### src/rtl/msk_modulator.sv
`default_nettype none
// +----------------------------------------------------------------------------+
// | msk_modulator : serial bits -> continuous-phase MSK baseband I/Q samples    |
// | Revision      : 1.0                                                        |
// +----------------------------------------------------------------------------+
module msk_modulator #(
   parameter int OSF          = 20,
   parameter int WO           = 16,
   parameter int CLK_PER_SAMP = 4,
   parameter int AMP          = 2**(WO-1)-1
) (
   input  logic                 clk,
   input  logic                 reset_n,
   input  logic                 en_i,
   input  logic                 bit_i,
   input  logic                 bit_valid_i,
   output logic                 bit_ready_o,
   output logic signed [WO-1:0] i_o,
   output logic signed [WO-1:0] q_o,
   output logic                 iq_val_o,
   output logic                 sym_valid_o,
   output logic                 underrun_o
);

   localparam int  NPH = 4*OSF;
   localparam int  PW  = $clog2(NPH);
   localparam int  SW  = $clog2(OSF);
   localparam int  CW  = (CLK_PER_SAMP > 1) ? $clog2(CLK_PER_SAMP) : 1;
   localparam real PI  = 3.14159265358979323846;

   function automatic logic signed [WO-1:0] lut_val(input int p, input bit want_sin);
      real a;
      real v;
      a = 2.0 * PI * real'(p) / real'(NPH);
      v = (want_sin ? $sin(a) : $cos(a)) * real'(AMP);
      if (v >= 0.0) return WO'($rtoi(v + 0.5));
      else          return WO'(-$rtoi(-v + 0.5));
   endfunction

   logic signed [WO-1:0] cos_tab [NPH];
   logic signed [WO-1:0] sin_tab [NPH];

   for (genvar g = 0; g < NPH; g++) begin : g_lut
      localparam logic signed [WO-1:0] C_COS = lut_val(g, 1'b0);
      localparam logic signed [WO-1:0] C_SIN = lut_val(g, 1'b1);
      assign cos_tab[g] = C_COS;
      assign sin_tab[g] = C_SIN;
   end

   logic [CW-1:0]        samp_cnt_q, samp_cnt_d;
   logic [SW-1:0]        sym_idx_q, sym_idx_d;
   logic [PW-1:0]        phase_q, phase_d;
   logic                 idle_bit_q, idle_bit_d;
   logic                 cur_bit_q, cur_bit_d;
   logic                 underrun_q, underrun_d;
   logic signed [WO-1:0] i_q, i_d;
   logic signed [WO-1:0] q_q, q_d;
   logic                 iq_val_q, iq_val_d;
   logic                 sym_valid_q, sym_valid_d;

   logic tick;
   logic bit_ready;
   logic sym_bit;

   always_comb begin
      tick        = en_i && (samp_cnt_q == CW'(CLK_PER_SAMP-1));
      bit_ready   = tick && (sym_idx_q == '0);
      // The sample-0 tick steers the phase with the bit being taken right now.
      sym_bit     = bit_ready ? (bit_valid_i ? bit_i : idle_bit_q) : cur_bit_q;

      samp_cnt_d  = samp_cnt_q;
      sym_idx_d   = sym_idx_q;
      phase_d     = phase_q;
      idle_bit_d  = idle_bit_q;
      cur_bit_d   = cur_bit_q;
      underrun_d  = underrun_q;
      i_d         = i_q;
      q_d         = q_q;
      iq_val_d    = 1'b0;
      sym_valid_d = 1'b0;

      if (!en_i) begin
         samp_cnt_d = '0;
         sym_idx_d  = '0;
         phase_d    = '0;
         idle_bit_d = 1'b0;
         cur_bit_d  = 1'b0;
         i_d        = '0;
         q_d        = '0;
      end else begin
         samp_cnt_d = tick ? '0 : samp_cnt_q + CW'(1);
         if (bit_ready) begin
            cur_bit_d = sym_bit;
            if (!bit_valid_i) begin
               idle_bit_d = ~idle_bit_q;
               underrun_d = 1'b1;
            end
         end
         if (tick) begin
            i_d         = cos_tab[phase_q];
            q_d         = sin_tab[phase_q];
            iq_val_d    = 1'b1;
            sym_valid_d = (sym_idx_q == '0);
            if (sym_bit) phase_d = (phase_q == PW'(NPH-1)) ? '0 : phase_q + PW'(1);
            else         phase_d = (phase_q == '0) ? PW'(NPH-1) : phase_q - PW'(1);
            sym_idx_d   = (sym_idx_q == SW'(OSF-1)) ? '0 : sym_idx_q + SW'(1);
         end
      end
   end

   always_ff @(posedge clk or negedge reset_n) begin
      if (!reset_n) begin
         samp_cnt_q  <= '0;
         sym_idx_q   <= '0;
         phase_q     <= '0;
         idle_bit_q  <= 1'b0;
         cur_bit_q   <= 1'b0;
         underrun_q  <= 1'b0;
         i_q         <= '0;
         q_q         <= '0;
         iq_val_q    <= 1'b0;
         sym_valid_q <= 1'b0;
      end else begin
         samp_cnt_q  <= samp_cnt_d;
         sym_idx_q   <= sym_idx_d;
         phase_q     <= phase_d;
         idle_bit_q  <= idle_bit_d;
         cur_bit_q   <= cur_bit_d;
         underrun_q  <= underrun_d;
         i_q         <= i_d;
         q_q         <= q_d;
         iq_val_q    <= iq_val_d;
         sym_valid_q <= sym_valid_d;
      end
   end

   assign bit_ready_o = bit_ready;
   assign i_o         = i_q;
   assign q_o         = q_q;
   assign iq_val_o    = iq_val_q;
   assign sym_valid_o = sym_valid_q;
   assign underrun_o  = underrun_q;

endmodule
`default_nettype wire

### config.mk
export PLATFORM = sky130hd
export DESIGN_NAME = msk_modulator
export DESIGN_NICKNAME = d
export VERILOG_FILES = /design/src/rtl/msk_modulator.sv
export SDC_FILE = /design/constraint.sdc
export NUM_CORES = 1
export LEC_CHECK = 0
export ABC_AREA = 1
export CORE_AREA = 2 2 113 115
export CTS_CLUSTER_SIZE = 16
export DETAILED_ROUTE_END_ITERATION = 16
export DIE_AREA = 0 0 115 117
export HOLD_SLACK_MARGIN = 0.15
export REMOVE_ABC_BUFFERS = 1
export SLEW_MARGIN = 30
export SYNTH_ARGS = -nofsm -noshare
export SYNTH_HDL_FRONTEND = slang
export SYNTH_SLANG_ARGS = --single-unit
### constraint.sdc
create_clock -name clk -period 2.71 [get_ports clk]
set_input_delay 0.813 -clock clk [delete_from_list [all_inputs] [get_ports clk]]
set_output_delay 0.813 -clock clk [all_outputs]
set_load 0.01 [all_outputs]
==> summary.md, run 1 <==
| Metric | Value |
|---|---|
| Status | finished, final reports clean |
| Mean post-synth cell area | between 5 and 6 um^2 |
| Distinct cell type count after synthesis | 36 |
| Fraction of layout cells with a size suffix above 1 | 9.72% |
| Worst Slack Setup Final | 0.155 ns |
| Ys flop type | dfrtp_1 |
| Final setup fails | 0 |
| Pleak | approximately 3.3 nW |
| Pwr per Cell Area | 398 nW/um^2 |
| Slew headroom | between 50% and 60% |
| H-tree levels | 2 |
| Asr flop ratio synth | 100% |
| Worst hold slack | about 0.44 ns |
| Commonest non-fill, non-tap cell in the layout | nand2_1 |
| Clock buffer depth | 2 |
| YS warnings | 0 |
| Post-Synth Simple-Gate Area | approximately 47% |
| Most frequent cells in the layout | nand2_1, nand3_1, buf_4 |
| DIE AREA | around 13,000 um^2 |
| # IOs | between 40 and 50 |
| Worst-path clk slew | 0.07 ns |
| Pin count of the biggest net entering global routing | between 40 and 50 |
| Flop and latch count out of synthesis | 51 |
| Fin Clk Skew | approximately 0.011 ns |
| Worst slack at placement | -0.274 ns |
| Clock Latency Late Sink | between 0.3 and 0.4 ns |
| Largest family of logic cells by synthesized area | simple AND/OR/NAND/NOR gates |
| GPL Wtd Cong | approximately 1.1 |
| Layout Nets | 1,016 |
| Final Instance Area | roughly 6300 um^2 |
| Worst Setup Start Kind | input port |
| CP endpoint kind | primary output |
| Highest Clock Rate | roughly 390 MHz |
| Global-route wire length before repair | roughly 38,000 um |
| CP Data Required Time | 1.90 ns |
| Drt first-iter violations | about 870 |
| GRT Total Usage | a little under two fifths |
| Drc violations | 0 |
| Hold crit path type | flip-flop to flip-flop |
| Y dimension of the die | around 120 um |
| Hold Buf Count CTS | 0 |
| Num CTS Buffers | 5 |
| Crit Path Class | input port to primary output |
| Synth Area in Compound Gates | 13.7% |
| Number of port buffers | 40 |
| Clock root cell | clkbuf_16 |
| Dpl hpwl | between 15,000 and 20,000 um |
| Global route total overflow | 0 |
| Number of global-route vias before repair | 6,688 |
| Final Max Slew Viols | 0 |
| Reg2Reg Depth | 11 |
| CTS sink count | a little over 50 |
| Post-Syn Instances | 933 |
| Maxcap violations | 0 |
| Routed vias | between 6,000 and 7,000 |
| Wire per inst | between 20 and 25 um |
| Vias per cell | slightly above 6 |
| Synth Area in XOR/XNOR | less than 1% |
| Number of antenna violations at the first check in global routing | 0 |
| Post-synth EDFFs | 0 |
| Synthesized cell area | 5380 um^2 |
| Worst Path Max Fanout | 2 |
| Post-synthesis adder-cell area fraction | roughly 5.6% |
| Fraction of the yosys area taken by sequential cells | about a quarter |
| Worst-margin pin slew | about 0.63 ns |
| Die X | ~120 um |
| Final hold vios | 0 |
| Num rows | about 40 |
| Core footprint | roughly 12,000 um^2 |
| Drt pass-1 iters | 8 |
| Unrepaired setup endpoints after global routing | false |
| Fin crit share | roughly 94% |
| Antenna cells | 0 |
| Initial core utilization | 43.7% |
| VDD IR-drop max | 0.000235 V |
| Arrival @ worst endpoint | 1.74 ns |
| Placed Area | between 6000 and 7000 um^2 |
| Area Overhead vs Synth | 16.6% |
| CTS tree | yes |
| DRT Wirelength | approximately 25,000 um |
| Post-synthesis mux area share | 0% |
| WHS Path Cells | 1 |
| Fin crit period | approximately 2.6 ns |
| Post-route ant nets | 0 |
-- cell type report --
type	count	area, um^2
inverters	60	225
multi-input cells	772	3600
fillers	1370	6040
clock buffers	5	125
well taps	150	188
flip-flops and latches	51	1280
clock inverters	3	22.5
repair buffers	97	831
-- synth_stat cells, drive strengths merged, types with 2 or more instances --
cell type  count  area (um^2)
clkbuf         9         33.8
a31oi         12         75.1
xor2           2         17.5
ha            24          300
nand4         10         62.6
dfrtp         51         1280
inv           59          221
a21oi         39          195
nor2          59          236
o21ai         57          285
o31ai          6         45.0
o211ai         8         60.1
or2            2         12.5
nand3        109          546
a211oi         2         15.0
a311oi         3         26.3
buf           41          244
nand2        430         1650
nor3b          2         15.0
-- routing by layer --
metal	wire, um	share of wire (%)	GRT usage, %
met1	10100	40	49.4
met2	10500	42	56.3
met3	3010	12	10.8
met4	1310	5.2	19.4
met5	0	0	0
-- kinds of logic after synthesis --
family          after synthesis
buf+inv                     110
flops                        51
xor+xnor                      3
simple gates                614
compound gates              131
fa+ha+maj                    24
-- flip-flops by register name, summed over array words and instances, names as in the netlist --
name / flops
phase_q: 7
idle_bit_q: 1
iq_val_o: 1
sym_valid_o: 1
sym_idx_q: 5
q_o: 16
cur_bit_q: 1
i_o: 16
underrun_o: 1
samp_cnt_q: 2
-- power by group --
| group | switching [mW] | internal (mW) | total, mW |
|---|---|---|---|
| registers | 0.0206 | 0.798 | 0.818 |
| clock network | 0.317 | 0.347 | 0.663 |
| logic | 0.693 | 0.319 | 1.01 |
| total | 1.03 | 1.46 | 2.49 |
-- per-stage QoR --
stage          utilization (%)  setup TNS (ns)  power (mW)  cells
6_report                  51.0               0        2.49   1138
5_1_grt                   51.0               0        2.63   1138
4_1_cts                   51.0               0        2.47   1138
3_5_place_dp              49.7          -0.274        1.80   1129
3_3_place_gp              49.7          -0.281        1.80   1129
2_1_floorplan                -          -21.98        1.39    883
-- worst paths after layout --
check                                     endpoint  slack [ns]                    start
min in group asynchronous      i_o[13]$_DFFE_PN0P_        0.47                  reset_n
min reg2reg                samp_cnt_q[0]$_DFF_PN0_        0.44  samp_cnt_q[0]$_DFF_PN0_
max in group asynchronous       q_o[0]$_DFFE_PN0P_        1.68                  reset_n
max reg2reg                     i_o[3]$_DFFE_PN0P_        0.43   phase_q[2]$_DFFE_PN0P_
min                        samp_cnt_q[0]$_DFF_PN0_        0.44  samp_cnt_q[0]$_DFF_PN0_
max                                    bit_ready_o        0.15                     en_i
-- critical path, cell delays in order --
cell and delay, ns:
clkdlybuf4s50_1 0.47, nand2_1 0.08, nor2_2 0.11, nand2_1 0.08
inv_1 0.06, clkbuf_2 0.12
-- timing repair --
action / CTS / global route
gates cloned: 0 / 0
setup buffers: 1 / 0
gates resized for setup: 1 / 3
pin swaps: 1 / 0
setup endpoints to repair: 1 / 1
Note: power is estimated with default switching activity, not from simulation.
==> run 2, diff against run 1 <==
--- a/config.mk
+++ b/config.mk
@@ -10,7 +10,7 @@
 export CTS_CLUSTER_SIZE = 16
 export DETAILED_ROUTE_END_ITERATION = 16
 export DIE_AREA = 0 0 115 117
-export HOLD_SLACK_MARGIN = 0.15
+export HOLD_SLACK_MARGIN = 0.05
 export REMOVE_ABC_BUFFERS = 1
 export SLEW_MARGIN = 30
 export SYNTH_ARGS = -nofsm -noshare
==> results of run 2 <==
No change in the layout: final DEF, timing and power equal those of run 1.
